**config.mk**
```make
export PLATFORM = sky130hd
export DESIGN_NAME = sc_stream_generator
export DESIGN_NICKNAME = d
export VERILOG_FILES = /design/src/rtl/sc_stream_generator.sv
export SDC_FILE = /design/constraint.sdc
export NUM_CORES = 1
export LEC_CHECK = 0
export ABC_AREA = 1
export CORE_MARGIN = 8
export CORE_UTILIZATION = 50
export CTS_CLUSTER_SIZE = 40
export DETAILED_ROUTE_END_ITERATION = 10
export PLACE_DENSITY = 0.79
export SYNTH_ARGS = -nofsm -noshare
export SYNTH_HDL_FRONTEND = slang
export SYNTH_SLANG_ARGS = --single-unit
```
**constraint.sdc**
```tcl
create_clock -name clk -period 2.51 [get_ports clk]
set_input_delay 0.502 -clock clk [delete_from_list [all_inputs] [get_ports clk]]
set_output_delay 0.502 -clock clk [all_outputs]
set_load 0.1 [all_outputs]
```
**src/rtl/sc_stream_generator.sv**
```systemverilog
// Dual-channel stochastic number generator: turns two unsigned values into
// unipolar bitstreams by comparing each value against a free-running Galois LFSR.
module sc_stream_generator #(
  parameter int               WIDTH      = 8,
  parameter int               STREAM_LEN = 255,
  parameter logic [WIDTH-1:0] TAPS       = 8'hB8,
  parameter logic [WIDTH-1:0] SEED_A     = 8'h01,
  parameter logic [WIDTH-1:0] SEED_B     = 8'h5A
) (
  input  logic             clk,
  input  logic             rst,
  input  logic             start,
  input  logic [WIDTH-1:0] value_a,
  input  logic [WIDTH-1:0] value_b,
  input  logic             en,
  output logic             ready,
  output logic             bit_a,
  output logic             bit_b,
  output logic             bit_valid,
  output logic             bit_last
);

  localparam int CNT_W = (STREAM_LEN < 1) ? 1 : $clog2(STREAM_LEN + 1);
  localparam logic [CNT_W-1:0] LAST_CNT = CNT_W'(STREAM_LEN - 1);

  localparam logic [0:0] ST_IDLE = 1'b0;
  localparam logic [0:0] ST_RUN  = 1'b1;

  logic [0:0]       state_q, state_d;
  logic [WIDTH-1:0] lfsr_a_q, lfsr_a_d;
  logic [WIDTH-1:0] lfsr_b_q, lfsr_b_d;
  logic [WIDTH-1:0] val_a_q, val_a_d;
  logic [WIDTH-1:0] val_b_q, val_b_d;
  logic [CNT_W-1:0] cnt_q, cnt_d;
  logic             bit_a_q, bit_a_d;
  logic             bit_b_q, bit_b_d;
  logic             bit_valid_q, bit_valid_d;
  logic             bit_last_q, bit_last_d;

  // Right-shifting Galois step; a nonzero state never reaches zero.
  function automatic logic [WIDTH-1:0] galois_step(input logic [WIDTH-1:0] s);
    logic [WIDTH-1:0] shifted;
    shifted = s >> 1;
    return s[0] ? (shifted ^ TAPS) : shifted;
  endfunction

  always_comb begin
    state_d     = state_q;
    lfsr_a_d    = lfsr_a_q;
    lfsr_b_d    = lfsr_b_q;
    val_a_d     = val_a_q;
    val_b_d     = val_b_q;
    cnt_d       = cnt_q;
    bit_a_d     = bit_a_q;
    bit_b_d     = bit_b_q;
    bit_valid_d = 1'b0;
    bit_last_d  = 1'b0;

    case (state_q)
      ST_IDLE: begin
        if (start) begin
          val_a_d  = value_a;
          val_b_d  = value_b;
          lfsr_a_d = SEED_A;
          lfsr_b_d = SEED_B;
          cnt_d    = '0;
          state_d  = ST_RUN;
        end
      end
      default: begin
        if (en) begin
          bit_a_d     = (lfsr_a_q <= val_a_q);
          bit_b_d     = (lfsr_b_q <= val_b_q);
          bit_valid_d = 1'b1;
          lfsr_a_d    = galois_step(lfsr_a_q);
          lfsr_b_d    = galois_step(lfsr_b_q);
          cnt_d       = cnt_q + CNT_W'(1);
          // Returning to IDLE on the last bit lets ready rise alongside bit_last.
          if (cnt_q == LAST_CNT) begin
            bit_last_d = 1'b1;
            state_d    = ST_IDLE;
          end
        end
      end
    endcase
  end

  always_ff @(posedge clk) begin
    if (rst) begin
      state_q     <= ST_IDLE;
      lfsr_a_q    <= SEED_A;
      lfsr_b_q    <= SEED_B;
      val_a_q     <= '0;
      val_b_q     <= '0;
      cnt_q       <= '0;
      bit_a_q     <= 1'b0;
      bit_b_q     <= 1'b0;
      bit_valid_q <= 1'b0;
      bit_last_q  <= 1'b0;
    end else begin
      state_q     <= state_d;
      lfsr_a_q    <= lfsr_a_d;
      lfsr_b_q    <= lfsr_b_d;
      val_a_q     <= val_a_d;
      val_b_q     <= val_b_d;
      cnt_q       <= cnt_d;
      bit_a_q     <= bit_a_d;
      bit_b_q     <= bit_b_d;
      bit_valid_q <= bit_valid_d;
      bit_last_q  <= bit_last_d;
    end
  end

  assign ready     = (state_q == ST_IDLE);
  assign bit_a     = bit_a_q;
  assign bit_b     = bit_b_q;
  assign bit_valid = bit_valid_q;
  assign bit_last  = bit_last_q;

endmodule
```
==> results of run 1 <==
## registers in the layout, indices dropped and copies added (netlist names)
signal / cells
lfsr_a_q: 8
lfsr_b_q: 8
bit_b: 1
bit_a: 1
bit_valid: 1
cnt_q: 8
val_b_q: 8
state_q: 1
val_a_q: 8
bit_last: 1
## synth_stat cells
library cell  count
dfxtp_1          45
inv_1            43
nand2_1          43
a21oi_1          38
o21ai_0          30
nor2_1           22
ha_1             18
buf_2             5
o32ai_1           5
nand3_1           4
a21o_1            2
buf_6             2
inv_2             2
o211ai_1          2
o21ai_1           2
o221ai_1          2
a31oi_1           1
clkbuf_1          1
clkbuf_2          1
nand2_2           1
nand2_4           1
nand2_8           1
nand4_1           1
nor2_2            1
nor3_1            1
o31ai_1           1
xnor2_1           1
## metrics by stage
step	utilization, %	setup slack (ns)	hold slack [ns]	std cells
after floorplan	-	1.09	0.433	276
after global placement	58.6	0.570	0.448	342
after detailed placement	58.6	0.537	0.456	342
after CTS	61.1	0.835	0.467	350
after global routing	61.1	0.654	0.482	350
final	61.1	0.844	0.462	350
## worst register-to-register path, stage by stage, from the launching register on
cell and delay (ns):
dfxtp_1 0.43, nand2_2 0.25, inv_1 0.29, nand3_1 0.13, o21ai_0 0.17, a21oi_1 0.06
## routing by layer
metal  wire (um)  track usage [%]  up-vias  share of wire [%]
li1            -                -      957                  -
met1        2210             17.5      790                 51
met2        1860             23.1       43                 43
met3         235             3.75        6                5.4
met4          56             4.82        0                1.3
met5           0                0        -                  0
## cells by family after synthesis
group | after synthesis | synth area share [%]
DFF | 45 | 42.2
AOI/OAI and AO/OA | 83 | 21.3
adders and majority gates | 18 | 10.6
buffers and inverters | 54 | 10.6
and+or+nand+nor | 75 | 14.9
xor gates and xnor gates | 1 | 0.410
## where the power goes
part	leakage, uW	internal [uW]	switching [uW]
clock network	0.0000542	249	238
logic	0.000656	98.3	155
registers	0.000369	752	24.0
## worst max path at each step
stage | endpoint | slack (ns)
3_3_place_gp | cnt_q[4] | 0.57
6_report | cnt_q[4] | 0.84
2_1_floorplan | bit_a | 1.09
4_1_cts | cnt_q[4] | 0.84
5_1_grt | cnt_q[4] | 0.65
3_5_place_dp | cnt_q[4] | 0.54
## cell type report
cell class	instances	area, sq um	share of cell area, %
clock buffer	7	96.3	3.89
clock inverter	1	5.00	0.202
inverter	45	169	6.82
multi-input combinational	177	1010	40.7
sequential	45	901	36.4
tap	50	62.6	2.53
timing repair buffer	25	235	9.49
==> results.sh, run 1 <==
export IMPL_outcome="completed"
export IMPL_vias_per_cell=5.13
export IMPL_yosys_area_top_type_share_pct=42.2
export IMPL_finalInstanceArea_sq_um=2480
export IMPL_die_w_um=81.3
export IMPL_mostFrequentLayoutCell="dfxtp_1"
export IMPL_power_total_uw=1520
export IMPL_power_leakage_uw=0.00108
export IMPL_max_slew_worst_pin_slew_ns=0.750
export IMPL_worstHoldPathCells=2
export IMPL_reg2reg_from="state_q"
export IMPL_drive_gt1_share_pct=6.67
export IMPL_grt_overflow=0
export IMPL_layout_nets=337
export IMPL_ys_top_cells_by_area="dfxtp_1, ha_1, a21oi_1"
export IMPL_num_rows=23
export IMPL_ys_types=27
export IMPL_critical_path_class="in -> reg"
export IMPL_syn_to_final_growth_pct=16.1
export IMPL_drt_iter0_markers=100
export IMPL_rsz0062_at_grt="false"
export IMPL_fill_cells=386
export IMPL_vias=1796
export IMPL_grt_use_total_pct=14.1
export IMPL_yosys_warnings=0
export IMPL_synth_nets=314
export IMPL_start_util_pct=52.6
export IMPL_vdd_drop_max_mv=0.492
export IMPL_synth_area_per_cell_sq_um=7.73
export IMPL_r2r_cells=5
export IMPL_ant_nets=0
export IMPL_synth_largest_area_cell="dfxtp_1"
export IMPL_grt_pass1_wl_mm=7.59
export IMPL_antenna_found_initial=0
export IMPL_crit_chain="clkdlybuf4s50_1 -> nand2_8 -> nand2_4 -> inv_2 -> nor2_1 -> nand2_1 -> nand2_1 -> nor2_1"
export IMPL_cp_depth=8
export IMPL_cts_htree_levels=2
export IMPL_cts_made_buffers=5
export IMPL_finalSetupTns_ns=0
export IMPL_grt_max_degree=38
export IMPL_hold_viol_final=0
export IMPL_min_path_type="reg -> reg"
export IMPL_crit_start="start"
export IMPL_worst_setup_path_start_kind="input pin"
export IMPL_end_kind="flip-flop"
export IMPL_power_density_nw_per_um2=612
export IMPL_timing_rr_end="cnt_q[3]"
export IMPL_hp_start="val_b_q[3]"
export IMPL_post_cts_buffers=0
export IMPL_clk_latency_ns=0.29
export IMPL_cts_root_buffer="clkbuf_8"
export IMPL_ys_ff_latch=45
export IMPL_clk_path_buf_depth=2
export IMPL_required_ns=2.70
export IMPL_io_pins=25
export IMPL_finalCritPeriodShare_pct=66.4
export IMPL_hpwl_mm=3.03
export IMPL_die_area_sq_um=6620
export IMPL_die_h_um=81.3
export IMPL_critPathTopFamily="buffers and inverters"
export IMPL_crit_buf_inv=2
export IMPL_post_route_drc_count=0
export IMPL_path_max_fanout=37
export IMPL_syn_inst=276
export IMPL_cpMaxStageDelayCell="clkdlybuf4s50_1"
export IMPL_gp_congestion=0.790
export IMPL_routedWlPerCell_um=12.5
export IMPL_grt_pass1_vias=1750
export IMPL_postCtsHoldBufs=0
export IMPL_final_cell_mix="dfxtp_1, inv_1, nand2_1, a21oi_1, o21ai_0"
export IMPL_drv_slew=0
export IMPL_crit_arrival_ns=1.86
export IMPL_netlist_area_sq_um=2130
export IMPL_finalClockSkew_ns=0.00396
export IMPL_rrSetupSlack_ns=1.08
export IMPL_wl_mm=4.36
export IMPL_antenna_diode_count=0
export IMPL_clk_pin_slew_ns=0.08
export IMPL_finalSetupViolCount=0
export IMPL_portBuffers=24
export IMPL_slowest_delay_ns=0.58
export IMPL_core_area_sq_um=4060
export IMPL_period_needed_ns=1.67
export IMPL_clock_sinks=45
export IMPL_cts_tree="built"
export IMPL_post_cts_resized=0
export IMPL_cap_violations=0
export IMPL_placed_area_sq_um=2380
export IMPL_synth_seq_area_share_pct=42.2
export IMPL_holdPathEnd="val_b_q[3]"
export IMPL_relSlewSlack_pct=49.9
export IMPL_dr_pass1_iters=4
export IMPL_max_freq_mhz=600
No activity file was read; power rests on OpenSTA's default activity.
==> run 2: changes to the inputs <==
--- a/config.mk
+++ b/config.mk
@@ -10,7 +10,7 @@
 export CORE_UTILIZATION = 50
 export CTS_CLUSTER_SIZE = 40
 export DETAILED_ROUTE_END_ITERATION = 10
-export PLACE_DENSITY = 0.79
+export PLACE_DENSITY = 0.81
 export SYNTH_ARGS = -nofsm -noshare
 export SYNTH_HDL_FRONTEND = slang
 export SYNTH_SLANG_ARGS = --single-unit
==> constraint.sdc (replaced) <==
create_clock -name clk -period 1.5 [get_ports clk]
set_input_delay 0.3 -clock clk [delete_from_list [all_inputs] [get_ports clk]]
set_output_delay 0.3 -clock clk [all_outputs]
set_load 0.1 [all_outputs]
==> run 2 against run 1 <==
  * Worst hold slack got worse by 0.0016 ns
  * Highest routed layer unchanged
  * Critical path type unchanged
  * Core utilization up 3.9 points
  * Design area increased by 6.4%
  * Clock power is 51% higher
  * Combinational power grew 91%
  * Die area did not move
  * Sequential share of layout area down 2.2 points
  * Global-route usage grew 1.5 points
  * Critical path depth decreased by 2
  * Count of clock-buffer cells in the layout fell by 1
==> results.sh, run 2 (same netlist as run 1, synthesis figures left out) <==
export IMPL_outcome="completed"
export IMPL_slowest_delay_ns=0.47
export IMPL_fin_util_pct=65.0
export IMPL_grt_max_degree=30
export IMPL_finalCritPeriodShare_pct=92.8
export IMPL_crit_buf_inv=2
export IMPL_combinationalPowerShare_pct=19.2
export IMPL_critical_path_class="in -> reg"
export IMPL_cpMostUsedCell="a21oi_1"
export IMPL_relSlewSlack_pct=83.3
export IMPL_dpl_cell_count=354
export IMPL_finalInstanceArea_sq_um=2640
export IMPL_postCtsHoldBufs=0
export IMPL_finalSetupTns_ns=0
export IMPL_portBuffers=24
export IMPL_cts_root_buffer="clkbuf_8"
export IMPL_post_cts_resized=0
export IMPL_antenna_found_initial=0
export IMPL_syn_to_final_growth_pct=23.5
export IMPL_path_max_fanout=9
export IMPL_required_ns=1.74
export IMPL_drv_slew=0
export IMPL_power_total_uw=2520
export IMPL_wl_mm=4.66
export IMPL_die_h_um=81.3
export IMPL_min_path_type="reg -> reg"
export IMPL_post_cts_buffers=0
export IMPL_rsz0062_at_grt="false"
export IMPL_grt_pass1_wl_mm=8.09
export IMPL_end_kind="flip-flop"
export IMPL_p_switching_uw=724
export IMPL_hpwl_mm=3.40
export IMPL_final_cell_mix="dfxtp_1, inv_1, nand2_1, a21oi_1, o21ai_0"
export IMPL_cts_htree_levels=2
export IMPL_gp_congestion=0.879
export IMPL_layout_nets=349
export IMPL_clock_sinks=45
export IMPL_p_clk_share_pct=29.2
export IMPL_clk_path_buf_depth=2
export IMPL_cts_made_buffers=5
export IMPL_cpMaxStageDelayCell="clkdlybuf4s50_1"
export IMPL_finalSetupViolCount=0
export IMPL_sw_frac_of_total_pct=28.7
export IMPL_antenna_diode_count=0
export IMPL_core_area_sq_um=4060
export IMPL_finalClockSkew_ns=0.00470
export IMPL_grt_overflow=0
export IMPL_crit_chain="clkdlybuf4s50_1 -> nand2_2 -> buf_4 -> a21oi_1 -> o21ai_0 -> a21oi_1"
export IMPL_hp_start="val_b_q[3]"
export IMPL_instances_no_fill=362
export IMPL_crit_start="en"
export IMPL_die_w_um=81.3
export IMPL_dr_pass1_iters=4
export IMPL_grt_pass1_vias=1834
export IMPL_vias=1864
export IMPL_num_rows=23
export IMPL_period_needed_ns=1.39
export IMPL_drt_iter0_markers=136
export IMPL_reg2reg_from="state_q"
export IMPL_clk_latency_ns=0.30
export IMPL_ant_nets=0
export IMPL_hold_viol_final=0
export IMPL_seqPwrFrac_pct=51.7
export IMPL_drive_gt1_share_pct=9.94
export IMPL_worst_setup_path_start_kind="input pin"
export IMPL_die_area_sq_um=6620
export IMPL_io_pins=25
export IMPL_routedWlPerCell_um=12.9
export IMPL_vdd_drop_max_mv=0.666
export IMPL_post_route_drc_count=0
export IMPL_max_slew_worst_pin_slew_ns=0.248
export IMPL_p_int_uw=1800
export IMPL_cap_violations=0
export IMPL_clk_pin_slew_ns=0.08
export IMPL_power_leakage_uw=0.00115
export IMPL_rrSetupSlack_ns=0.13
export IMPL_max_freq_mhz=719
export IMPL_placed_area_sq_um=2550
export IMPL_grt_use_total_pct=15.6
export IMPL_mostFrequentLayoutCell="dfxtp_1"
export IMPL_start_util_pct=52.6
export IMPL_cts_tree="built"
export IMPL_critPathTopFamily="buffers and inverters"
export IMPL_vias_per_cell=5.15
export IMPL_crit_arrival_ns=1.63
export IMPL_power_density_nw_per_um2=956
run 2: cell types whose count changed in the layout (fill, tap and decap cells not counted):
cell	previous run	this run
buf_12	0	7
buf_4	6	11
clkbuf_1	0	1
clkbuf_8	7	5
clkinv_2	1	2
run 2: worst register-to-register path, delay by kind of cell, from the launching register on:
family / cells / cell delay (ns)
AND/OR/NAND/NOR: 1 / 0.17
AO/OA/AOI/OAI: 3 / 0.51
buffers and inverters: 1 / 0.22
flip-flops: 1 / 0.41
run 2: path summary, 6_finish.rpt:
| kind | endpoint | cells after the start |
|---|---|---|
| worst min-delay path | val_b_q[3] | 2 |
| worst min register to register | val_b_q[3] | 2 |
| worst max register to register | lfsr_a_q[5] | 5 |
| worst max-delay path | lfsr_a_q[5] | 6 |
run 2: area by class of cell:
| cell class | instances | area [sq um] |
|---|---|---|
| fillers | 345 | 1420 |
| clock inverters | 2 | 10.0 |
| repair buffers | 37 | 413 |
| flip-flops and latches | 45 | 901 |
| well taps | 50 | 62.6 |
| clock buffers | 6 | 72.6 |
| inverters | 45 | 169 |
| multi-input cells | 177 | 1010 |
run 2: power by group through the flow:
stage               combinational [uW]  clock (uW)  sequential, uW
floorplan                          280           0            1350
global placement                   468           0            1330
detailed placement                 482           0            1330
CTS                                486         752            1300
global route                       545         812            1310
finish                             483         735            1300
run 2: through the flow:
stage | hold slack (ns) | worst slack, ns
finish | 0.460 | 0.109
global route | 0.486 | 0.0441
CTS | 0.462 | 0.175
detailed placement | 0.450 | -0.105
global placement | 0.447 | -0.0118
floorplan | 0.433 | 0.122
run 2: layer usage:
layer / vias to the layer above / share of wire, % / track usage [%]
met5: - / 0 / 0
met4: 0 / 1.8 / 6.61
met3: 7 / 8.4 / 5.96
met2: 70 / 44 / 24.9
met1: 808 / 45 / 18.4
li1: 979 / - / -
